**config.mk**
```make
export PLATFORM = sky130hd
export DESIGN_NAME = v810_mem_unit
export DESIGN_NICKNAME = d
export VERILOG_FILES = /design/src/rtl/v810_mem_pkg.sv /design/src/rtl/v810_mem_unit.sv
export SDC_FILE = /design/constraint.sdc
export NUM_CORES = 1
export LEC_CHECK = 0
export BUFFER_PORTS_ARGS = -buffer_cell sky130_fd_sc_hd__buf_2
export CORE_AREA = 10 10 143 145
export DETAILED_ROUTE_END_ITERATION = 7
export DIE_AREA = 0 0 153 155
export PLACE_DENSITY = 0.8
export SYNTH_ARGS = -nofsm -noshare
export SYNTH_HDL_FRONTEND = slang
export SYNTH_SLANG_ARGS = --single-unit
```
**constraint.sdc**
```tcl
create_clock -name CLK -period 7 [get_ports CLK]
set_input_delay 0 -clock CLK [delete_from_list [all_inputs] [get_ports CLK]]
set_output_delay 0 -clock CLK [all_outputs]
set_load 0.005 [all_outputs]
```
**src/rtl/v810_mem_pkg.sv**
```systemverilog
// Shared types and codes for the V810 bus interface unit: cycle states,
// bus status codes and access-size decoding.
package v810_mem_pkg;

  typedef enum logic [2:0] {
    S_IDLE,
    S_T1,
    S_T2,
    S_T1H,
    S_T2H
  } state_t;

  localparam logic [1:0] ST_FETCH = 2'b10;

  localparam logic [1:0] BC_BYTE = 2'd0;
  localparam logic [1:0] BC_HALF = 2'd1;
  localparam logic [1:0] BC_WORD = 2'd2;

  // Right-justified read data is zero-filled above the access size.
  function automatic logic [31:0] size_mask(input logic [1:0] bc);
    case (bc)
      BC_BYTE: return 32'h0000_00FF;
      BC_HALF: return 32'h0000_FFFF;
      default: return 32'hFFFF_FFFF;
    endcase
  endfunction

endpackage

```
**src/rtl/v810_mem_unit.sv**
```systemverilog
// V810 bus interface unit: arbitrates fetch/data requests onto one bus cycle
// engine with wait states and dynamic sizing to 16-bit devices.
module v810_mem_unit
  import v810_mem_pkg::*;
(
  input  logic        CLK,
  input  logic        RES,
  input  logic        CE,
  input  logic [31:0] EUDA,
  input  logic [31:0] EUDD_O,
  output logic [31:0] EUDD_I,
  input  logic [1:0]  EUDBC,
  input  logic [3:0]  EUDBE,
  input  logic        EUDWR,
  input  logic        EUDMRQ,
  input  logic [1:0]  EUDST,
  input  logic        EUDREQ,
  output logic        EUDACK,
  input  logic [31:0] EUIA,
  output logic [31:0] EUID,
  input  logic        EUIREQ,
  output logic        EUIACK,
  output logic [31:0] A,
  input  logic [31:0] D_I,
  output logic [31:0] D_O,
  output logic [3:0]  BEn,
  output logic [1:0]  ST,
  output logic        DAn,
  output logic        MRQn,
  output logic        RW,
  output logic        BCYSTn,
  input  logic        READYn,
  input  logic        SZRQn
);

  state_t      r_state, w_state_next;
  logic [31:0] r_a, w_a_next;
  logic [31:0] r_do, w_do_next;
  logic [3:0]  r_ben, w_ben_next;
  logic [1:0]  r_st, w_st_next;
  logic        r_dan, w_dan_next;
  logic        r_mrqn, w_mrqn_next;
  logic        r_rw, w_rw_next;
  logic        r_bcystn, w_bcystn_next;
  logic        r_dack, w_dack_next;
  logic        r_iack, w_iack_next;
  logic [31:0] r_dd, w_dd_next;
  logic [31:0] r_id, w_id_next;
  logic [31:0] r_rdata, w_rdata_next;
  logic        r_fetch, w_fetch_next;
  logic [3:0]  r_be, w_be_next;
  logic [1:0]  r_off, w_off_next;
  logic [1:0]  r_bc, w_bc_next;

  logic [31:0] w_cap32;
  logic [31:0] w_cap;
  logic [31:0] w_wdata;
  logic        w_unused_ia;

  assign w_unused_ia = &{1'b0, EUIA[1:0]};
  assign w_wdata     = EUDD_O << {EUDA[1:0], 3'b000};

  // Full-width capture keeps lanes that are not enabled this beat.
  genvar gi;
  generate
    for (gi = 0; gi < 4; gi++) begin : g_lane
      assign w_cap32[8*gi +: 8] = r_ben[gi] ? r_rdata[8*gi +: 8] : D_I[8*gi +: 8];
    end
  endgenerate

  assign w_cap = !SZRQn ? (r_a[1] ? {D_I[15:0], r_rdata[15:0]} : {r_rdata[31:16], D_I[15:0]})
                        : w_cap32;

  always_comb begin
    w_state_next  = r_state;
    w_a_next      = r_a;
    w_do_next     = r_do;
    w_ben_next    = r_ben;
    w_st_next     = r_st;
    w_dan_next    = r_dan;
    w_mrqn_next   = r_mrqn;
    w_rw_next     = r_rw;
    w_bcystn_next = r_bcystn;
    w_dack_next   = 1'b0;
    w_iack_next   = 1'b0;
    w_dd_next     = r_dd;
    w_id_next     = r_id;
    w_rdata_next  = r_rdata;
    w_fetch_next  = r_fetch;
    w_be_next     = r_be;
    w_off_next    = r_off;
    w_bc_next     = r_bc;
    case (r_state)
      S_IDLE: begin
        // The ACK cycle gives the requester one edge to drop its request.
        if (!r_dack && !r_iack) begin
          if (EUDREQ) begin
            w_fetch_next  = 1'b0;
            w_be_next     = EUDBE;
            w_off_next    = EUDA[1:0];
            w_bc_next     = EUDBC;
            w_a_next      = EUDA;
            w_ben_next    = ~EUDBE;
            w_rw_next     = ~EUDWR;
            w_mrqn_next   = ~EUDMRQ;
            w_st_next     = EUDST;
            w_do_next     = w_wdata;
            if (EUDWR && EUDA[1]) w_do_next[15:0] = w_wdata[31:16];
            w_rdata_next  = '0;
            w_bcystn_next = 1'b0;
            w_dan_next    = 1'b1;
            w_state_next  = S_T1;
          end else if (EUIREQ) begin
            w_fetch_next  = 1'b1;
            w_be_next     = 4'b1111;
            w_off_next    = 2'b00;
            w_bc_next     = BC_WORD;
            w_a_next      = {EUIA[31:2], 2'b00};
            w_ben_next    = 4'b0000;
            w_rw_next     = 1'b1;
            w_mrqn_next   = 1'b0;
            w_st_next     = ST_FETCH;
            w_rdata_next  = '0;
            w_bcystn_next = 1'b0;
            w_dan_next    = 1'b1;
            w_state_next  = S_T1;
          end
        end
      end
      S_T1, S_T1H: begin
        w_bcystn_next = 1'b1;
        w_dan_next    = 1'b0;
        w_state_next  = (r_state == S_T1) ? S_T2 : S_T2H;
      end
      S_T2, S_T2H: begin
        if (!READYn) begin
          w_rdata_next = w_cap;
          if (!SZRQn && r_state == S_T2 && |r_be[1:0] && |r_be[3:2]) begin
            w_a_next[1]     = 1'b1;
            w_ben_next      = {~r_be[3:2], 2'b11};
            w_do_next[15:0] = r_do[31:16];
            w_bcystn_next   = 1'b0;
            w_dan_next      = 1'b1;
            w_state_next    = S_T1H;
          end else begin
            w_ben_next    = 4'b1111;
            w_mrqn_next   = 1'b1;
            w_rw_next     = 1'b1;
            w_dan_next    = 1'b1;
            w_bcystn_next = 1'b1;
            w_state_next  = S_IDLE;
            if (r_fetch) begin
              w_iack_next = 1'b1;
              w_id_next   = w_cap;
            end else begin
              w_dack_next = 1'b1;
              w_dd_next   = (w_cap >> {r_off, 3'b000}) & size_mask(r_bc);
            end
          end
        end
      end
      default: w_state_next = S_IDLE;
    endcase
  end

  always_ff @(posedge CLK or posedge RES) begin
    if (RES) begin
      r_state  <= S_IDLE;
      r_a      <= '0;
      r_do     <= '0;
      r_ben    <= 4'b1111;
      r_st     <= 2'b00;
      r_dan    <= 1'b1;
      r_mrqn   <= 1'b1;
      r_rw     <= 1'b1;
      r_bcystn <= 1'b1;
      r_dack   <= 1'b0;
      r_iack   <= 1'b0;
      r_dd     <= '0;
      r_id     <= '0;
      r_rdata  <= '0;
      r_fetch  <= 1'b0;
      r_be     <= '0;
      r_off    <= '0;
      r_bc     <= '0;
    end else if (CE) begin
      r_state  <= w_state_next;
      r_a      <= w_a_next;
      r_do     <= w_do_next;
      r_ben    <= w_ben_next;
      r_st     <= w_st_next;
      r_dan    <= w_dan_next;
      r_mrqn   <= w_mrqn_next;
      r_rw     <= w_rw_next;
      r_bcystn <= w_bcystn_next;
      r_dack   <= w_dack_next;
      r_iack   <= w_iack_next;
      r_dd     <= w_dd_next;
      r_id     <= w_id_next;
      r_rdata  <= w_rdata_next;
      r_fetch  <= w_fetch_next;
      r_be     <= w_be_next;
      r_off    <= w_off_next;
      r_bc     <= w_bc_next;
    end
  end

  assign A      = r_a;
  assign D_O    = r_do;
  assign BEn    = r_ben;
  assign ST     = r_st;
  assign DAn    = r_dan;
  assign MRQn   = r_mrqn;
  assign RW     = r_rw;
  assign BCYSTn = r_bcystn;
  assign EUDACK = r_dack;
  assign EUIACK = r_iack;
  assign EUDD_I = r_dd;
  assign EUID   = r_id;

endmodule

```
Word level (Yosys, flattened, before mapping)

Index checks and enable logic that the tools add are counted.
Widths: inputs -> output; s select.

Word-level logic and storage cells: 144
Bits in registers: 184
ROM bits: 0
Bits in writable memories: 0
Memories kept: 0
Input port bits: 145
Output and inout bits: 140
Bits in latches: 0

Divide/modulo/power cells: 0
Multipliers: 0
Muxes and demuxes: 76
Add/subtract/negate cells: 0
Bitwise logic cells: 8
Eq/ne operators: 11
Order comparisons: 0
Shift operators: 2
Reduce and logical (&&, ||, !) cells: 27

Operators with widths:

| kind               | number |
|---|---|
| $mux 32            | 12 |
| $pmux 32 s2        | 2 |
| $mux 16            | 5 |
| $and 32x32->32     | 1 |
| $mux 8             | 4 |
| $pmux 16 s2        | 1 |
| $shl 32x5->32      | 1 |
| $shr 32x5->32      | 1 |
| $mux 4             | 7 |
| $mux 1             | 26 |
| $reduce_and 5->1   | 4 |
| $reduce_and 6->1   | 3 |
| $mux 3             | 5 |
| $mux 2             | 7 |
| $reduce_and 4->1   | 3 |
| $ne 2x2->1 const B | 5 |
| $pmux 3 s3         | 1 |
| $pmux 4 s2         | 1 |
| $reduce_or 2->1    | 4 |
| $eq 3x2->1 const B | 2 |
| $pmux 1 s2         | 3 |
| $pmux 1 s3         | 2 |
| $logic_and 1x1->1  | 5 |
| $not 1->1          | 5 |
| other kinds (11)   | 14 |

Logic depth before layout (Yosys ltp)

Depth after elaboration: 8
Depth in mapped cells: 9
Mapped depth without buffers: 5

Least setup slack after synthesis

OpenSTA, ideal clock, no wires.

Path kind: flip-flop to flip-flop
From: register r_state[0]
To: register r_do[0] (netlist: D_O[0])
Arrival time: 2,169 ps
Period minus slack after synthesis: 2,293 ps
Library setup time: 125 ps
Stages on the path, launching flop included: 7
Path buffers: 1
Setup slack: 4,707 ps
Data required time: 6,875 ps
Cells stage by stage: dfrtp_1 > or2_2 > nor4b_4 > nand2_1 > a21oi_2 > buf_6 > mux2_2

Longest elaborated chain between the ends: 6
Elaborated cells on any way between the ends: 14
Classes of those cells: eq/ne (6); mux (1); reduce/logical (7)

Ends and longest elaborated chain:

| element                           | line                 | text |
|---|---|---|
| from (decl)                       | v810_mem_unit.sv:36  | `state_t r_state, w_state_next;` |
| from (signal assigned)            | v810_mem_unit.sv:187 | `r_state <= w_state_next;` |
| $eq 3x2->1                        | -                    |  |
| $logic_and 1x1->1 (3 in a row)    | v810_mem_unit.sv:138 | `if (!SZRQn && r_state == S_T2 && \|r_be[1:0] && \|r_be[3:2]) begin` |
| $ne 2x2->1 (no source line)       | -                    |  |
| $reduce_and 6->1 (no source line) | -                    |  |
| to (signal assigned)              | v810_mem_unit.sv:189 | `r_do <= w_do_next;` |
| to (decl)                         | v810_mem_unit.sv:38  | `logic [31:0] r_do, w_do_next;` |

Parallel ways exist; a longest one is shown, timed or not.
A chain may end at the register's enable or synchronous reset.

Worst setup path in the final report

From: register r_state[1]
To: register r_dd[18] (netlist: EUDD_I[18])

Longest elaborated chain between the ends: 6
Elaborated cells on any way between the ends: 8
Classes of those cells: eq/ne (2); bitwise (1); reduce/logical (5)

Ends and longest elaborated chain:

| element                               | line                 | text |
|---|---|---|
| $eq 3x2->1                            | -                    |  |
| $logic_and 1x1->1 (3 in a row)        | v810_mem_unit.sv:138 |  |
| $not 1->1 (no source line)            | -                    |  |
| $reduce_and 5->1 (no source line) (*) | -                    |  |
| to (signal assigned)                  | v810_mem_unit.sv:198 | `r_dd <= w_dd_next;` |
| to (decl)                             | v810_mem_unit.sv:47  | `logic [31:0] r_dd, w_dd_next;` |

Mark *: on every way between the ends. The rest lies on a longest branch, timed or not.

==> impl_metrics.toml <==
[run_status]
status = "completed"

[synth]
synth_compound_area_frac = 0.167
synth_commonest_cells = "dfrtp_1, nand2_1, o21ai_0"
netlist_area_mm2 = 0.00900
syn_inst = 852
synth_top_cell_by_area = "dfrtp_1"
ys_ff_latch = 183
synthSimpleGateAreaFrac = 0.105
syn-num-nets = 997
synth_top_family_by_area = "multiplexers"
synth.most_common_cell = "dfrtp_1"
avgSynthCellArea_um2 = 10.6
synth_top_flop_cell = "dfrtp_1"
synthArstFlopShare = 1.00
synth_xor_area_frac = 0.000973
synthAdderAreaFrac = 0
synth.mux.area_fraction = 0.171
yosysTopAreaCellShare = 0.486
synthTopCellsByArea = "dfrtp_1, mux2i_1, nand2_1, mux2_2, o21ai_0"
synth_edf_count = 0
yosys_warnings = 0
synth-seq-area-share = 0.510
yosys.cell_types.count = 55

[pwr]
power_w = 0.00507
power_density_mw_per_mm2 = 413
p_leak_nw = 6.11
peakVddDrop_v = 0.000253

[place]
portBuffers = 282
post-place-ws_ns = 3.84
gp_congestion = 0.931
dpl.hpwl_um = 21700

[flow_run]
drv_cap = 0

[global_routing]
overflow = 0
grt_use_total = 0.270
grt_util_met2 = 0.454
use_met1 = 0.311
grt_max_degree = 114
use_met3 = 0.0921
busiest_layer = "met2"
antenna_found_initial = 4
grt_pass1_vias = 9084
grt_pass1_wl_um = 51400

[clock_tree]
ctsResizeCount = 0
ctsLongestPathBuffers = 2
postCtsSetupRepairBufs = 0
cts_tree = "done"
cts_max_level = 4
insertion_delay_ns = 0.44
cts_buffers = 17
clk_pin_slew_worst_paths_ns = 0.08
root_buffer = "clkbuf_16"
clock-sinks = 183

[worst_setup_path]
timing.rr.end = "EUDD_I[18]"
r2r_cells = 5
crit_required_ns = 7.34
reg2reg_from = "r_state[1]"
start_kind = "flop"
crit_family = "simple AND/OR/NAND/NOR gates"
reg2reg_setup_slack_ns = 3.75
crit_path_cell_trace = "xnor2_1 > or2_0 > nor4_4 > nand3_1 > o21ai_0"
crit_buf_inv = 0
critPathKind = "reg -> reg"
slowest_stage = "nor4_4"
crit_arrival_ns = 3.59
slowest_delay_ns = 1.00
cp_max_fo = 16
crit_path_end_kind = "flop"

[routing]
wl_um = 33100
post_drt_wl_per_cell_um = 22.8
drc = 0
ant_nets = 0
first_iter_violations = 634
firstDrtPassIters = 7
via_per_inst = 5.89
vias = 8573

[sta]
fin_crit_ns = 3.25
layout_setup_ws_ns = 3.75
rsz0062_at_grt = "no"
worst_pin_slew_ns = 1.08
maxSlewHeadroom = 0.278
setup_viol = 0
max_freq_mhz = 307
drv_slew = 0
final-hold-violation-count = 0
setup_tns_ns = 0
hold_ws_ns = 0.0172
timing.final.crit_share = 0.465
timing.clock.skew_ns = 0.0155

[hold_path]
min_from = "EUDD_O[20]"
whs_path_depth = 5
min_to = "D_O[28]"
min_path_type = "in -> reg"

[cells_and_area]
final_net_count = 1356
synthToLayoutAreaGrowth_pct = 36.3
drive_above_1_share = 0.338
fin_util = 0.695

[die]
die_w_um = 153
die_h_um = 155
io_pins = 285
rows = 49
start_util = 0.510
core_mm2 = 0.0177
dieArea_mm2 = 0.0237
-- power breakdown --
part / switching, W / leakage, nW / internal (W) / total (W)
logic: 0.00118 / 3.47 / 0.000962 / 0.00214
registers: 0.000342 / 2.33 / 0.00154 / 0.00188
clock network: 0.000491 / 0.317 / 0.000557 / 0.00105
-- cells in the final DEF (no fill, tap or decap), types with 2 or more instances in the layout --
cell type      count
a22o_1            26
a22oi_1            6
a31oi_1            2
and2_1             3
o221ai_1           2
a211oi_1          15
o22a_1             3
nor3_1             2
and3_1             3
dfstp_2            8
buf_4              8
nand2_1          129
o21ai_0           85
a21oi_2            2
dfrtp_1          175
nand2b_1          12
clkinv_4           2
inv_8              4
o22ai_1            9
nor2_1            32
o31ai_1           16
inv_1             34
diode_2            2
nand3_1            4
mux4_2             8
a21o_1             4
buf_2            282
clkbuf_16         17
clkinv_8           6
dlygate4sd3_1    109
a221oi_1           3
mux2i_1           59
mux2_4            19
inv_6              2
mux2_2            42
a21oi_1           41
bufinv_16          2
nor2b_1           16
o21bai_1           2
o211ai_1           7
-- worst min-delay path, cell delays in order --
cell,delay (ns)
buf_2,0.09
a211oi_1,0.06
a21oi_1,0.12
nand2_1,0.08
nand2_1,0.06
-- registers in the layout, indices dropped and copies added, names as in the netlist, 2 cells and up --
name     flops
A           32
BEn          4
D_O         32
EUDD_I      32
EUID        32
ST           2
r_bc         2
r_be         4
r_rdata     32
r_state      3
-- kinds of logic after synthesis --
logic type / Yosys count
AO/OA/AOI/OAI: 235
AND/OR/NAND/NOR: 210
flip-flops: 183
multiplexers: 129
buffers and inverters: 94
XOR/XNOR: 1
-- metrics by stage --
| step | instance area [µm²] | instances |
|---|---|---|
| after CTS | 12300 | 1453 |
| final | 12300 | 1455 |
| after global routing | 12300 | 1455 |
| after floorplan | 9000 | 852 |
| after global placement | 10500 | 1312 |
| after detailed placement | 10500 | 1312 |
-- area by class of cell --
class / instances / area (µm²)
antenna: 2 / 5.00
clock buffer: 17 / 425
clock inverter: 15 / 229
inverter: 35 / 136
fill: 1252 / 5390
sequential: 183 / 4590
tap: 229 / 287
timing repair buffer: 399 / 2560
multi-input combinational: 575 / 4030
-- per-layer routing --
layer | vias to the layer above | share of wire
li1 | 3740 | -
met1 | 4153 | 0.37
met2 | 582 | 0.49
met3 | 94 | 0.11
met4 | 4 | 0.035
met5 | - | 0.00063
-- worst max path at each step --
stage / from / end / slack (ns) / depth (start not counted)
floorplan: RES / A[0] / 2.04 / 1
global placement: r_state[1] / EUID[10] / 3.95 / 4
detailed placement: r_state[1] / EUID[9] / 3.84 / 4
CTS: r_state[1] / EUID[15] / 3.84 / 4
global route: r_state[1] / EUDD_I[17] / 3.56 / 5
finish: r_state[1] / EUDD_I[18] / 3.75 / 5
-- timing repair --
item	CTS	global route
hold endpoints to repair	195	0
hold buffers	109	0
endpoints found under the setup margin	0	0
Power figures use the tool's default switching activity.
